===== src/rtl/div_iterative_param_if.sv =====
// Issue/result bus of the iterative divider: op request in, tagged result out,
// plus the pipeline kill.
interface div_iterative_param_if #(
  parameter int WIDTH     = 32,
  parameter int TAG_WIDTH = 12
);
  logic                 in_valid;
  logic                 in_ready;
  logic [1:0]           in_op;
  logic [WIDTH-1:0]     in_A;
  logic [WIDTH-1:0]     in_B;
  logic [TAG_WIDTH-1:0] in_tag;
  logic                 flush;
  logic                 out_valid;
  logic                 out_ready;
  logic [WIDTH-1:0]     out_data;
  logic [TAG_WIDTH-1:0] out_tag;
  logic                 out_cache_hit;

  modport master (
    output in_valid, in_op, in_A, in_B, in_tag, flush, out_ready,
    input  in_ready, out_valid, out_data, out_tag, out_cache_hit
  );

  modport slave (
    input  in_valid, in_op, in_A, in_B, in_tag, flush, out_ready,
    output in_ready, out_valid, out_data, out_tag, out_cache_hit
  );
endinterface


===== src/rtl/div_iterative_param.sv =====
// Radix-2 restoring divider for DIV/DIVU/REM/REMU, one quotient bit per cycle,
// with fast paths for divide-by-zero, signed overflow and a one-entry result cache.
module div_iterative_param #(
  parameter int WIDTH     = 32,
  parameter int TAG_WIDTH = 12
) (
  input  logic CLK,
  input  logic nRST,
  div_iterative_param_if.slave bus
);
  localparam int CW = $clog2(WIDTH);
  localparam logic [WIDTH-1:0] MINV = {1'b1, {(WIDTH-1){1'b0}}};

  typedef enum logic [1:0] {IDLE, DIVIDE, DONE} state_t;
  state_t st, st_n;

  logic [WIDTH-1:0]     q, r, bm, res;
  logic [CW-1:0]        cnt;
  logic                 neg_q, neg_r, is_rem, hit_r;
  logic [TAG_WIDTH-1:0] tag;
  // operands of the in-flight divide, written into the cache on completion
  logic [WIDTH-1:0]     pa, pb;
  logic                 pu;
  logic                 c_vld, c_uns;
  logic [WIDTH-1:0]     c_a, c_b, c_q, c_r;

  logic             acc, uns, sa, sb, hit, dz, ovf, fast, ge, last;
  logic [WIDTH-1:0] a_mag, b_mag, sq, sr, r_nx, q_nx, qf, rf;
  logic [WIDTH:0]   r_sh;

  always_comb begin
    bus.in_ready = ~bus.flush & ((st == IDLE) | ((st == DONE) & bus.out_ready));
    acc   = bus.in_valid & bus.in_ready;
    uns   = bus.in_op[0];
    sa    = ~uns & bus.in_A[WIDTH-1];
    sb    = ~uns & bus.in_B[WIDTH-1];
    a_mag = sa ? -bus.in_A : bus.in_A;
    b_mag = sb ? -bus.in_B : bus.in_B;
    hit   = c_vld & (bus.in_A == c_a) & (bus.in_B == c_b) & (uns == c_uns);
    dz    = (bus.in_B == '0);
    ovf   = ~uns & (bus.in_A == MINV) & (bus.in_B == '1);
    fast  = hit | dz | ovf;
    sq    = dz ? '1 : bus.in_A;
    sr    = dz ? bus.in_A : '0;
    // restoring step; the shifted remainder needs one extra bit
    r_sh  = {r, q[WIDTH-1]};
    ge    = (r_sh >= {1'b0, bm});
    r_nx  = ge ? WIDTH'(r_sh - {1'b0, bm}) : r_sh[WIDTH-1:0];
    q_nx  = {q[WIDTH-2:0], ge};
    qf    = neg_q ? -q_nx : q_nx;
    rf    = neg_r ? -r_nx : r_nx;
    last  = (st == DIVIDE) & (cnt == '0);
  end

  always_comb begin
    st_n = st;
    if (bus.flush)  st_n = IDLE;
    else if (acc)   st_n = fast ? DONE : DIVIDE;
    else begin
      case (st)
        DIVIDE:  if (cnt == '0) st_n = DONE;
        DONE:    if (bus.out_ready) st_n = IDLE;
        default: st_n = IDLE;
      endcase
    end
  end

  always_ff @(posedge CLK) begin
    if (!nRST) st <= IDLE;
    else       st <= st_n;
  end

  always_ff @(posedge CLK) begin
    if (!nRST) begin
      q <= '0; r <= '0; bm <= '0; res <= '0; cnt <= '0;
      neg_q <= 1'b0; neg_r <= 1'b0; is_rem <= 1'b0; hit_r <= 1'b0; tag <= '0;
      pa <= '0; pb <= '0; pu <= 1'b0;
      c_vld <= 1'b0; c_uns <= 1'b0; c_a <= '0; c_b <= '0; c_q <= '0; c_r <= '0;
    end else if (!bus.flush) begin
      if (acc) begin
        tag    <= bus.in_tag;
        is_rem <= bus.in_op[1];
        hit_r  <= hit;
        if (hit) begin
          res <= bus.in_op[1] ? c_r : c_q;
        end else if (dz | ovf) begin
          res   <= bus.in_op[1] ? sr : sq;
          c_vld <= 1'b1; c_uns <= uns; c_a <= bus.in_A; c_b <= bus.in_B;
          c_q   <= sq;   c_r   <= sr;
        end else begin
          q     <= a_mag;
          r     <= '0;
          bm    <= b_mag;
          cnt   <= CW'(WIDTH-1);
          neg_q <= sa ^ sb;
          neg_r <= sa;
          pa <= bus.in_A; pb <= bus.in_B; pu <= uns;
        end
      end else if (st == DIVIDE) begin
        q   <= q_nx;
        r   <= r_nx;
        cnt <= cnt - CW'(1);
        if (last) begin
          res   <= is_rem ? rf : qf;
          c_vld <= 1'b1; c_uns <= pu; c_a <= pa; c_b <= pb;
          c_q   <= qf;   c_r   <= rf;
        end
      end
    end
  end

  always_comb begin
    bus.out_valid     = (st == DONE);
    bus.out_data      = res;
    bus.out_tag       = tag;
    bus.out_cache_hit = hit_r;
  end
endmodule

===== src/flat_wrapper.sv =====
// flat-port wrapper written by rule: the top's interface ports become plain ports
module div_iterative_param_flat 
#(
  parameter int WIDTH     = 32,
  parameter int TAG_WIDTH = 12
)
  (CLK, nRST, bus_in_valid, bus_in_op, bus_in_A, bus_in_B, bus_in_tag, bus_flush, bus_out_ready, bus_in_ready, bus_out_valid, bus_out_data, bus_out_tag, bus_out_cache_hit);
  div_iterative_param_if #(.WIDTH(WIDTH), .TAG_WIDTH(TAG_WIDTH)) bus_i ();
  input  logic CLK;
  input  logic nRST;
  input wire logic [$bits(bus_i.in_valid)-1:0] bus_in_valid;
  input wire logic [$bits(bus_i.in_op)-1:0] bus_in_op;
  input wire logic [$bits(bus_i.in_A)-1:0] bus_in_A;
  input wire logic [$bits(bus_i.in_B)-1:0] bus_in_B;
  input wire logic [$bits(bus_i.in_tag)-1:0] bus_in_tag;
  input wire logic [$bits(bus_i.flush)-1:0] bus_flush;
  input wire logic [$bits(bus_i.out_ready)-1:0] bus_out_ready;
  output wire logic [$bits(bus_i.in_ready)-1:0] bus_in_ready;
  output wire logic [$bits(bus_i.out_valid)-1:0] bus_out_valid;
  output wire logic [$bits(bus_i.out_data)-1:0] bus_out_data;
  output wire logic [$bits(bus_i.out_tag)-1:0] bus_out_tag;
  output wire logic [$bits(bus_i.out_cache_hit)-1:0] bus_out_cache_hit;
  assign bus_i.in_valid = bus_in_valid;
  assign bus_i.in_op = bus_in_op;
  assign bus_i.in_A = bus_in_A;
  assign bus_i.in_B = bus_in_B;
  assign bus_i.in_tag = bus_in_tag;
  assign bus_i.flush = bus_flush;
  assign bus_i.out_ready = bus_out_ready;
  assign bus_in_ready = bus_i.in_ready;
  assign bus_out_valid = bus_i.out_valid;
  assign bus_out_data = bus_i.out_data;
  assign bus_out_tag = bus_i.out_tag;
  assign bus_out_cache_hit = bus_i.out_cache_hit;
  div_iterative_param #(.WIDTH(WIDTH), .TAG_WIDTH(TAG_WIDTH)) u_core (.CLK(CLK), .nRST(nRST), .bus(bus_i));
endmodule

===== config.mk =====
export PLATFORM = sky130hd
export DESIGN_NAME = div_iterative_param_flat
export DESIGN_NICKNAME = d
export VERILOG_FILES = /design/src/rtl/div_iterative_param_if.sv /design/src/rtl/div_iterative_param.sv /design/src/flat_wrapper.sv
export SDC_FILE = /design/constraint.sdc
export NUM_CORES = 1
export LEC_CHECK = 0
export CORE_ASPECT_RATIO = 1.1
export CORE_MARGIN = 10
export CORE_UTILIZATION = 40
export CTS_CLUSTER_DIAMETER = 200
export DETAILED_ROUTE_END_ITERATION = 10
export GPL_ROUTABILITY_DRIVEN = 0
export GPL_TIMING_DRIVEN = 1
export HOLD_SLACK_MARGIN = 0.03
export PLACE_DENSITY = 0.63
export SETUP_SLACK_MARGIN = 0.5
export SYNTH_ARGS = -nofsm -noshare
export SYNTH_HDL_FRONTEND = slang
export SYNTH_SLANG_ARGS = --single-unit

===== constraint.sdc =====
create_clock -name CLK -period 4.66 [get_ports CLK]
set_input_delay 1.165 -clock CLK [delete_from_list [all_inputs] [get_ports CLK]]
set_output_delay 1.165 -clock CLK [all_outputs]
set_load 0.1 [all_outputs]

Word-level counts from Yosys, hierarchy flattened
Cells that the tools add are included.
{"block": "op_classes", "add_sub_neg": 6, "magnitude_cmp": 1, "n_eq_ne": 13, "mux": 62, "n_bitwise": 21, "reduce_logical": 12}
{"op": "2-to-1 mux 32 bit", "count": 43}
{"op": "negation 32 bit", "count": 4}
{"op": "equality test 32 bit", "count": 2}
{"op": "equality test 32 bit (second input constant)", "count": 2}
{"op": ">= comparator 33 x 32 -> 1 bit", "count": 1}
{"op": "zero test 32 bit", "count": 1}
{"op": "subtractor 32 bit", "count": 1}
{"op": "2-to-1 mux 5 bit", "count": 4}
{"op": "AND reduction 4 bit", "count": 3}
{"op": "bitwise AND 1 bit", "count": 11}
{"op": "2-to-1 mux 1 bit", "count": 10}
{"op": "2-to-1 mux 2 bit", "count": 4}
{"op": "!= test 2 bit (second input constant)", "count": 3}
{"op": "!= test 3 x 2 -> 1 bit (second input constant)", "count": 2}
{"op": "zero test 5 bit", "count": 1}
{"op": "inverter 1 bit", "count": 5}
{"op": "AND reduction 5 bit", "count": 1}
{"op": "subtractor 5 x 1 -> 5 bit (second input constant)", "count": 1}
{"op": "bitwise OR 1 bit", "count": 4}
{"op": "one-hot mux 2 bit (2 select lines)", "count": 1}
{"op": "AND reduction 2 bit", "count": 2}
{"op": "nonzero test 2 bit", "count": 2}
{"op": "!= test 3 bit (second input constant)", "count": 1}
{"op": "equality test 2 x 1 -> 1 bit (second input constant)", "count": 1}
{"op": "other kinds (5)", "count": 5}
{"block": "word_totals", "ff_bits": 346, "in_bits": 83, "out_inout_bits": 47, "word_cells": 135}

Logic depth before layout (Yosys ltp)
Gate-level depths: netlist of the first run.
{"block": "depth", "word_depth": 8, "ltp_mapped": 24, "depth_no_buf": 20}

Least setup slack after synthesis of the first run
OpenSTA, ideal clock, no wires.
{"block": "synth_timing", "path_type": "input to register", "startpoint": "in bus_flush", "endpoint": "reg u_core.res[31], in the netlist u_core.bus.out_data[31]", "setup_ps": 91, "t_arrival_ps": 5590, "t_required_ps": 4569, "slack_ps": -1022, "cell_stages": 12, "path_buffers": 3, "cell_sequence": "clkbuf_1 > a211oi_1 > and2_1 > clkbuf_1 > o41ai_2 > o21bai_2 > nor2_2 > a21oi_1 > nand2b_1 > clkbuf_1 > a21oi_1 > a311oi_1"}
{"block": "synth_via", "elab_chain_cells": 5, "elab_cells_between_ends": 8, "cone_classes": "1 x eq/ne; 1 x mux; 3 x bitwise; 3 x reduce/logical"}
{"element": "start: declaration", "line_no": "flat_wrapper.sv:16", "source": "input wire logic [$bits(bus_i.flush)-1:0] bus_flush;"}
{"element": "inverter 1 bit (no source line) (*)"}
{"element": "bitwise AND 1 bit (*)", "line_no": "div_iterative_param.sv:32", "source": "bus.in_ready = ~bus.flush & ((st == IDLE) | ((st == DONE) & bus.out_ready));"}
{"element": "net bus_in_ready", "line_no": "flat_wrapper.sv:18", "source": "output wire logic [$bits(bus_i.in_ready)-1:0] bus_in_ready;"}
{"element": "bitwise AND 1 bit (*)", "line_no": "div_iterative_param.sv:33", "source": "acc = bus.in_valid & bus.in_ready;"}
{"element": "!= test 3 bit (no source line) / nonzero test 2 bit (equally long branches)"}
{"element": "AND reduction 4 bit (no source line)"}
{"element": "end signal: assignment", "line_no": "div_iterative_param.sv:85", "source": "res <= bus.in_op[1] ? c_r : c_q;"}
{"element": "end signal: assignment", "line_no": "div_iterative_param.sv:87", "source": "res <= bus.in_op[1] ? sr : sq;"}
{"element": "end signal: assignment", "line_no": "div_iterative_param.sv:104", "source": "res <= is_rem ? rf : qf;"}
{"element": "end: declaration", "line_no": "div_iterative_param.sv:17", "source": "logic [WIDTH-1:0] q, r, bm, res;"}
The timed path passes the listed nets; every way through them passes the cells marked *.
A chain may end at the register's enable or synchronous reset.

Worst setup path in the final report of the first run
{"block": "layout_timing", "startpoint": "reg u_core.bm[22]", "endpoint": "reg u_core.res[24], in the netlist u_core.bus.out_data[24]"}
{"block": "layout_via", "elab_chain_cells": 8, "elab_cells_between_ends": 11, "cone_classes": "3 x add/sub; 1 x order compare; 7 x mux"}
{"element": "start: declaration", "line_no": "div_iterative_param.sv:17"}
{"element": "start signal: assignment", "line_no": "div_iterative_param.sv:93", "source": "bm <= b_mag;"}
{"element": "subtractor 32 bit / >= comparator 33 x 32 -> 1 bit (equally long branches)", "line_no": "div_iterative_param.sv:48, div_iterative_param.sv:47"}
{"element": "2-to-1 mux 32 bit", "line_no": "div_iterative_param.sv:48", "source": "r_nx = ge ? WIDTH'(r_sh - {1'b0, bm}) : r_sh[WIDTH-1:0];"}
{"element": "negation 32 bit", "line_no": "div_iterative_param.sv:51", "source": "rf = neg_r ? -r_nx : r_nx;"}
{"element": "2-to-1 mux 32 bit", "line_no": "div_iterative_param.sv:51"}
{"element": "2-to-1 mux 32 bit (*)", "line_no": "div_iterative_param.sv:104"}
{"element": "2-to-1 mux 32 bit (*)", "line_no": "div_iterative_param.sv:103", "source": "if (last) begin"}
{"element": "2-to-1 mux 32 bit (*)", "line_no": "div_iterative_param.sv:99", "source": "end else if (st == DIVIDE) begin"}
{"element": "2-to-1 mux 32 bit (*)", "line_no": "div_iterative_param.sv:80", "source": "if (acc) begin"}
Mark *: on every way between the ends. The rest lies on a longest branch, timed or not. The select of a mux whose other input is x is not followed.

==> results of run 1 <==
-- kinds of logic (layout without fill, tap and decap cells) --
kind of cell               after synthesis  count (layout)  share of synthesized area (%)
xor gates and xnor gates               169             169                           6.79
DFF                                    345             345                           31.7
adders and majority gates               44              44                           2.51
and+or+nand+nor                       1140            1140                           23.3
AOI/OAI and AO/OA                      857             857                           26.2
buffers and inverters                  356             525                           6.59
muxes                                   60              60                           2.88
-- sequential cells by signal (all words and copies together) (netlist names), 2 cells and up --
register,cells
u_core.cnt,5
u_core.pb,32
u_core.r,32
u_core.bus.out_tag,12
u_core.bm,31
u_core.bus.out_data,32
u_core.c_b,32
u_core.q,32
u_core.st,2
u_core.c_r,32
u_core.c_a,32
u_core.c_q,32
u_core.pa,32
-- layout by cell type (no fill, tap or decap), types with 37 or more instances in the layout --
cell	instances
inv_1	66
buf_4	219
a211oi_1	87
clkdlybuf4s50_1	126
clkbuf_16	42
nand2_1	453
nor3_1	71
nand2b_1	37
o21ai_0	124
xor2_1	69
a21oi_1	283
mux2i_1	45
dfxtp_1	334
nor2_1	366
xnor2_1	94
a311oi_1	75
-- where the power goes --
| group | switching [mW] | leakage (nW) | internal (mW) |
|---|---|---|---|
| logic | 1.33 | 6.45 | 0.787 |
| registers | 0.0941 | 2.81 | 3.09 |
| clock network | 1.34 | 0.657 | 1.94 |
-- stage by stage --
stage                     power, mW  util [%]  hold slack, ps
final                          8.59      50.6             450
after global routing           8.90      50.6             465
after CTS                      8.53      49.9             452
after detailed placement       5.18      46.4             446
after global placement         5.14      46.4             438
after floorplan                4.53         -             429
-- how the worst min path moves through the flow --
stage / slack, ps / depth (start not counted) / start / to
after floorplan: 430 / 2 / u_core.c_q[26] / u_core.c_q[26]
after global placement: 440 / 2 / u_core.c_q[15] / u_core.c_q[15]
after detailed placement: 450 / 2 / u_core.c_q[7] / u_core.c_q[7]
after CTS: 450 / 2 / u_core.c_q[7] / u_core.c_q[7]
after global routing: 470 / 2 / u_core.c_q[2] / u_core.c_q[2]
final: 450 / 2 / u_core.c_q[7] / u_core.c_q[7]
-- metal layers --
metal,vias up,share of wire [%],GRT usage (%)
met2,1002,46,39.2
met1,10983,42,31.5
met4,0,4.3,10.5
li1,10826,-,-
met5,-,0,0
met3,171,8.0,4.30
-- cells in the mapped netlist (all sizes together), types with 17 or more instances --
| cell | count | area (um^2) |
|---|---|---|
| o31ai | 26 | 210 |
| nand2 | 461 | 1750 |
| o21ai | 138 | 691 |
| a221oi | 18 | 164 |
| a311oi | 75 | 657 |
| nor4 | 26 | 175 |
| nand2b | 37 | 231 |
| a31oi | 28 | 175 |
| buf | 64 | 338 |
| xor2 | 71 | 622 |
| or3 | 19 | 119 |
| nand4 | 29 | 196 |
| xnor2 | 98 | 858 |
| mux2i | 47 | 470 |
| a21o | 17 | 129 |
| inv | 78 | 295 |
| ha | 39 | 488 |
| a21oi | 291 | 1460 |
| nand3 | 35 | 188 |
| clkbuf | 213 | 800 |
| dfxtp | 345 | 6910 |
| nor3 | 76 | 392 |
| o211ai | 32 | 250 |
| a211oi | 89 | 673 |
| nor2 | 372 | 1400 |
-- worst min-delay path, cell delays in order (launching register included) --
cell and delay (ps):
dfxtp_1 300, nand2_1 50, a21oi_1 50
-- what timing repair did --
| item | CTS | global route |
|---|---|---|
| resized for setup | 77 | 53 |
| pin swaps | 27 | 23 |
| setup buffers | 21 | 8 |
| hold endpoints to repair | 0 | 0 |
| endpoints found under the setup margin | 47 | 114 |
-- cell type report --
type / count / area, um^2
clock buffers: 63 / 1200
well taps: 728 / 911
inverters: 79 / 317
fillers: 5098 / 26600
flip-flops and latches: 345 / 6920
repair buffers: 375 / 3410
multi-input cells: 2270 / 14300
clock inverters: 8 / 150
==> out/qor.csv, run 1 <==
stage;metric;value;unit
timing;setup slack after layout;297;ps
timing;Tcrit/Tclk final;93.6;%
clock_network;worst-case clock buffer depth;3;
yosys;average cell area after synthesis;7.34;um^2
power_and_ir_drop;Pwr per Cell Area;316;mW/mm^2
worst_setup_path;Critical Path Stages;20;
yosys;Yosys Warn Count;0;
worst_setup_path;Slowest cell on crit path;o31a_4;
clock_network;Worst-path clk slew;60;ps
global_routing;number of global-route vias before repair;21568;
clock_network;CTS tree;yes;
detailed_routing;routed wire length;82800;um
detailed_routing;DR pass1 iterations;8;
worst_setup_path;crit path from;u_core.bm[22];
die;core area;0.0538;mm^2
power_and_ir_drop;worst vdd ir;0.000391;V
global_routing;global-route wire length before repair;126000;um
flow_run;max cap viols;0;
yosys;Post-Syn Area;0.0218;mm^2
timing;final hold violations;0;
timing;f_max;0.229;GHz
die;Die ar.;0.0643;mm^2
detailed_routing;vias per cell;5.94;
worst_setup_path;Worst EP arrival;4810;ps
detailed_routing;vias;22982;
placement;dpl cell area;0.0250;mm^2
layout;Antenna Cells;0;
clock_network;CTS Hold Bufs;0;
die;Starting Density;40.5;%
worst_setup_path;maximum fanout along the worst path;6;
worst_setup_path;R2R setup slack;300;ps
worst_setup_path;WP buf/inv;5;
timing;Slew Viols, Final;0;
yosys;Post-synth EDFFs;0;
layout;Final Cell Area;0.0272;mm^2
die;overall die height;265;um
clock_network;CTS root buf;clkbuf_16;
detailed_routing;Starting DRT DRC Count;2617;
layout;layout cells sized above 1;15.6;%
worst_setup_path;Worst R2R End;u_core.bus.out_data[24];
detailed_routing;drt drc;0;
worst_setup_path;Crit path required time;5110;ps
clock_network;clk sink count;345;
global_routing;total grt overflow;0;
worst_setup_path;Worst setup SP type;flip-flop;
worst_setup_path;WS Path Type;reg2reg;
detailed_routing;Routed Antenna Nets;0;
timing;worst-margin pin slew;1050;ps
global_routing;pin count of the biggest net entering global routing;85;
detailed_routing;Avg WL per Cell;21.4;um
placement;placed insts;3768;
yosys;top_reg_cell synth;dfxtp_1;
timing;RSZ-0062 raised after global routing;yes;
worst_setup_path;Slowest Stage Delay on Critical Path;380;ps
placement;pre-CTS WS;-116;ps
timing;setup TNS;0;ps
worst_setup_path;critical-path cell list;inv_1, ha_4, buf_4, nand4_1, buf_4, o31a_4, nand2_8, mux2i_4, ha_4, nand2_4, a2111oi_4, nor4b_4, mux2i_4, a2111oi_4, buf_6, buf_6, a41oi_4, xnor2_2, a222oi_1, nor3_1;
min_path;HP Class;reg2reg;
worst_setup_path;crit-path leading delay family;compound AO/OA/AOI/OAI gates;
power_and_ir_drop;Static Leak;9.92;nW
die;# rows;89;
clock_network;Clock Latency Late Sink;590;ps
layout;Layout area overhead;24.7;%
yosys;post-synthesis sequential area ratio;31.7;%
global_routing;initial antenna violation count;0;
timing;final setup skew;25.5;ps
placement;number of buffers added on ports;129;
yosys;Cells after Synth;2971;
clock_network;H-tree level count;2;
yosys;Synth cell types;108;
global_routing;GRT Total Usage;24.3;%
outcome;status;finished clean;
yosys;Net Count, Synth;3094;
worst_setup_path;launch instance of the worst register-to-register path;u_core.bm[22];
yosys;synthesis-stage register bit count;345;
die;Die Width;243;um
worst_setup_path;Reg2Reg Depth;20;
worst_setup_path;CP endpoint kind;flip-flop;
placement;HPWL Detailed;60500;um
layout;post-layout instance count excluding filler cells;3868;
timing;min cycle time layout;4360;ps
yosys;FFs w/ async S/R, synth;0;%
clock_network;number of CTS-inserted buffers;41;
die;IO Count;130;
worst_setup_path;crit path capture;u_core.bus.out_data[24];
layout;# nets final;3235;
timing;Slew headroom;29.9;%
timing;Final Setup Violations;0;
(Power assumes the default switching activity.)
==> run 2: changes to the inputs <==
GPL_ROUTABILITY_DRIVEN = 1   (was 0)
==> out/qor.csv, run 2 (synthesized netlist as in run 1, its figures left out) <==
stage;metric;value;unit;change
placement;placed insts;3808;;+1.1%
timing;f_max;0.239;GHz;+4.2%
clock_network;number of CTS-inserted buffers;40;;-2.4%
detailed_routing;Routed Antenna Nets;0;;unchanged
clock_network;CTS root buf;clkbuf_16;;
timing;RSZ-0062 raised after global routing;yes;;
worst_setup_path;WS Path Type;reg2reg;;
min_path;Worst Hold Launch;u_core.bm[22];;
die;# rows;89;;unchanged
placement;pre-CTS WS;-10.9;ps;+105 ps
power_and_ir_drop;Static Leak;10.2;nW;+2.6%
detailed_routing;Starting DRT DRC Count;2193;;-16%
layout;Layout area overhead;27.0;%;
timing;final setup skew;22.7;ps;-2.79 ps
die;Die Width;243;um;unchanged
layout;Final Core Density;51.5;%;+0.93 points
detailed_routing;DR pass1 iterations;6;;-2
min_path;HP Class;reg2reg;;
worst_setup_path;Worst EP arrival;4680;ps;-130 ps
clock_network;Worst-path clk slew;60;ps;about the same
outcome;status;finished clean;;
power_and_ir_drop;worst vdd ir;0.000219;V;-44%
timing;Slew headroom;26.5;%;-3.4 points
global_routing;GRT Total Usage;25.4;%;+1.1 points
die;Starting Density;40.5;%;unchanged
global_routing;met1 usage;33.3;%;+1.8 points
detailed_routing;vias per cell;5.92;;-0.36%
worst_setup_path;launch instance of the worst register-to-register path;u_core.bm[18];;
global_routing;GRT Max-Usage Layer;met2;;
power_and_ir_drop;Pwr per Cell Area;311;mW/mm^2;-1.5%
global_routing;global-route wire length before repair;131000;um;+4.0%
timing;min cycle time layout;4190;ps;-177 ps
die;IO Count;130;;unchanged
global_routing;grt met3 use;4.27;%;-0.030 points
detailed_routing;routed wire length;86100;um;+4.0%
clock_network;clk sink count;345;;unchanged
global_routing;number of global-route vias before repair;21974;;+1.9%
layout;most common cell after layout, fill and taps aside;nand2_1;;
layout;most frequent cells in the layout;452 x nand2_1, 366 x nor2_1, 330 x dfxtp_1;;
worst_setup_path;crit path from;u_core.bm[18];;
clock_network;CTS tree;yes;;
placement;HPWL Detailed;63600;um;+5.0%
placement;GPL Wtd Cong;0.975;;
global_routing;pin count of the biggest net entering global routing;110;;+29%
global_routing;total grt overflow;0;;unchanged
timing;final worst hold slack;452;ps;+1.69 ps
die;core area;0.0538;mm^2;unchanged
detailed_routing;vias;23153;;+0.74%
clock_network;H-tree level count;2;;unchanged
timing;worst-margin pin slew;1100;ps;+51.8 ps
clock_network;Clock Latency Late Sink;580;ps;about the same
worst_setup_path;Crit path required time;5150;ps;+40 ps
timing;Tcrit/Tclk final;89.8;%;-3.8 points
placement;number of buffers added on ports;129;;unchanged
die;Die ar.;0.0643;mm^2;unchanged
layout;# nets final;3280;;+1.4%
timing;Slew Viols, Final;0;;unchanged
global_routing;GRT met2 Usage;40.8;%;+1.6 points
timing;Final Setup Violations;0;;unchanged
timing;final hold violations;0;;unchanged
worst_setup_path;maximum fanout along the worst path;7;;+1
clock_network;worst-case clock buffer depth;3;;unchanged
global_routing;initial antenna violation count;0;;unchanged
worst_setup_path;CP endpoint kind;flip-flop;;
flow_run;max cap viols;0;;unchanged
layout;layout cells sized above 1;17.4;%;+1.9 points
die;overall die height;265;um;unchanged
layout;post-layout instance count excluding filler cells;3911;;+1.1%
detailed_routing;drt drc;0;;unchanged
layout;# fillers;5190;;+1.8%
worst_setup_path;Worst setup SP type;flip-flop;;
timing;setup slack after layout;474;ps;+177 ps
detailed_routing;Avg WL per Cell;22.0;um;+2.9%
layout;Antenna Cells;0;;unchanged
timing;setup TNS;0;ps;unchanged
## run 2: per-stage QoR
stage | total power, mW | area, um^2
after floorplan | 4.53 | 22100
after global placement | 5.20 | 25300
after detailed placement | 5.23 | 25300
after CTS | 8.52 | 27200
after global routing | 8.91 | 27700
final | 8.61 | 27700
## run 2: area by class of cell
cell class | instances | area [um^2] | area share, %
clock buffer | 57 | 1180 | 4.25
sequential | 345 | 6930 | 25.0
multi-input combinational | 2271 | 14400 | 52.0
timing repair buffer | 420 | 3800 | 13.7
clock inverter | 11 | 146 | 0.529
inverter | 79 | 319 | 1.15
tap | 728 | 911 | 3.29
## run 2: final timing paths
| path | end | slack (ps) | cells past startpoint |
|---|---|---|---|
| max | u_core.bus.out_data[28] | 470 | 20 |
| min | u_core.bm[22] | 450 | 2 |
| max reg2reg | u_core.bus.out_data[28] | 470 | 20 |
| min reg2reg | u_core.bm[22] | 450 | 2 |
## run 2: power by group
part | internal, mW | switching [mW] | leakage, nW
registers | 3.09 | 0.0947 | 2.82
clock network | 1.92 | 1.31 | 0.646
logic | 0.826 | 1.38 | 6.72
total | 5.83 | 2.78 | 10.2
## run 2: routing by layer
layer  wire length, um  vias up
met4              3240        0
li1                  -    10914
met2             39400      933
met5                 0        -
met1             36900    11147
met3              6550      159
## run 2: what timing repair did
item | 4_1_cts | 5_1_grt
gates cloned | 0 | 1
endpoints found under the hold margin | 0 | 0
endpoints found under the setup margin | 45 | 133
setup buffers | 18 | 16
pin swaps | 24 | 40
resized for setup | 66 | 94
hold buffers | 0 | 0
## run 2: worst max-delay path, stage by stage (launching register included)
cell and delay, ps:
dfxtp_1 340, inv_1 110, ha_4 310, buf_4 160
nand4_1 160, nor2_2 210, nand3_2 130, a31o_4 270
nand2_8 80, mux2i_4 270, ha_4 180, nand2_4 60
a2111oi_4 210, nor4b_4 250, mux2i_2 140, a2111oi_4 300
buf_6 180, nand3_4 150, nor4_2 320, o21ai_1 100
a31oi_1 160
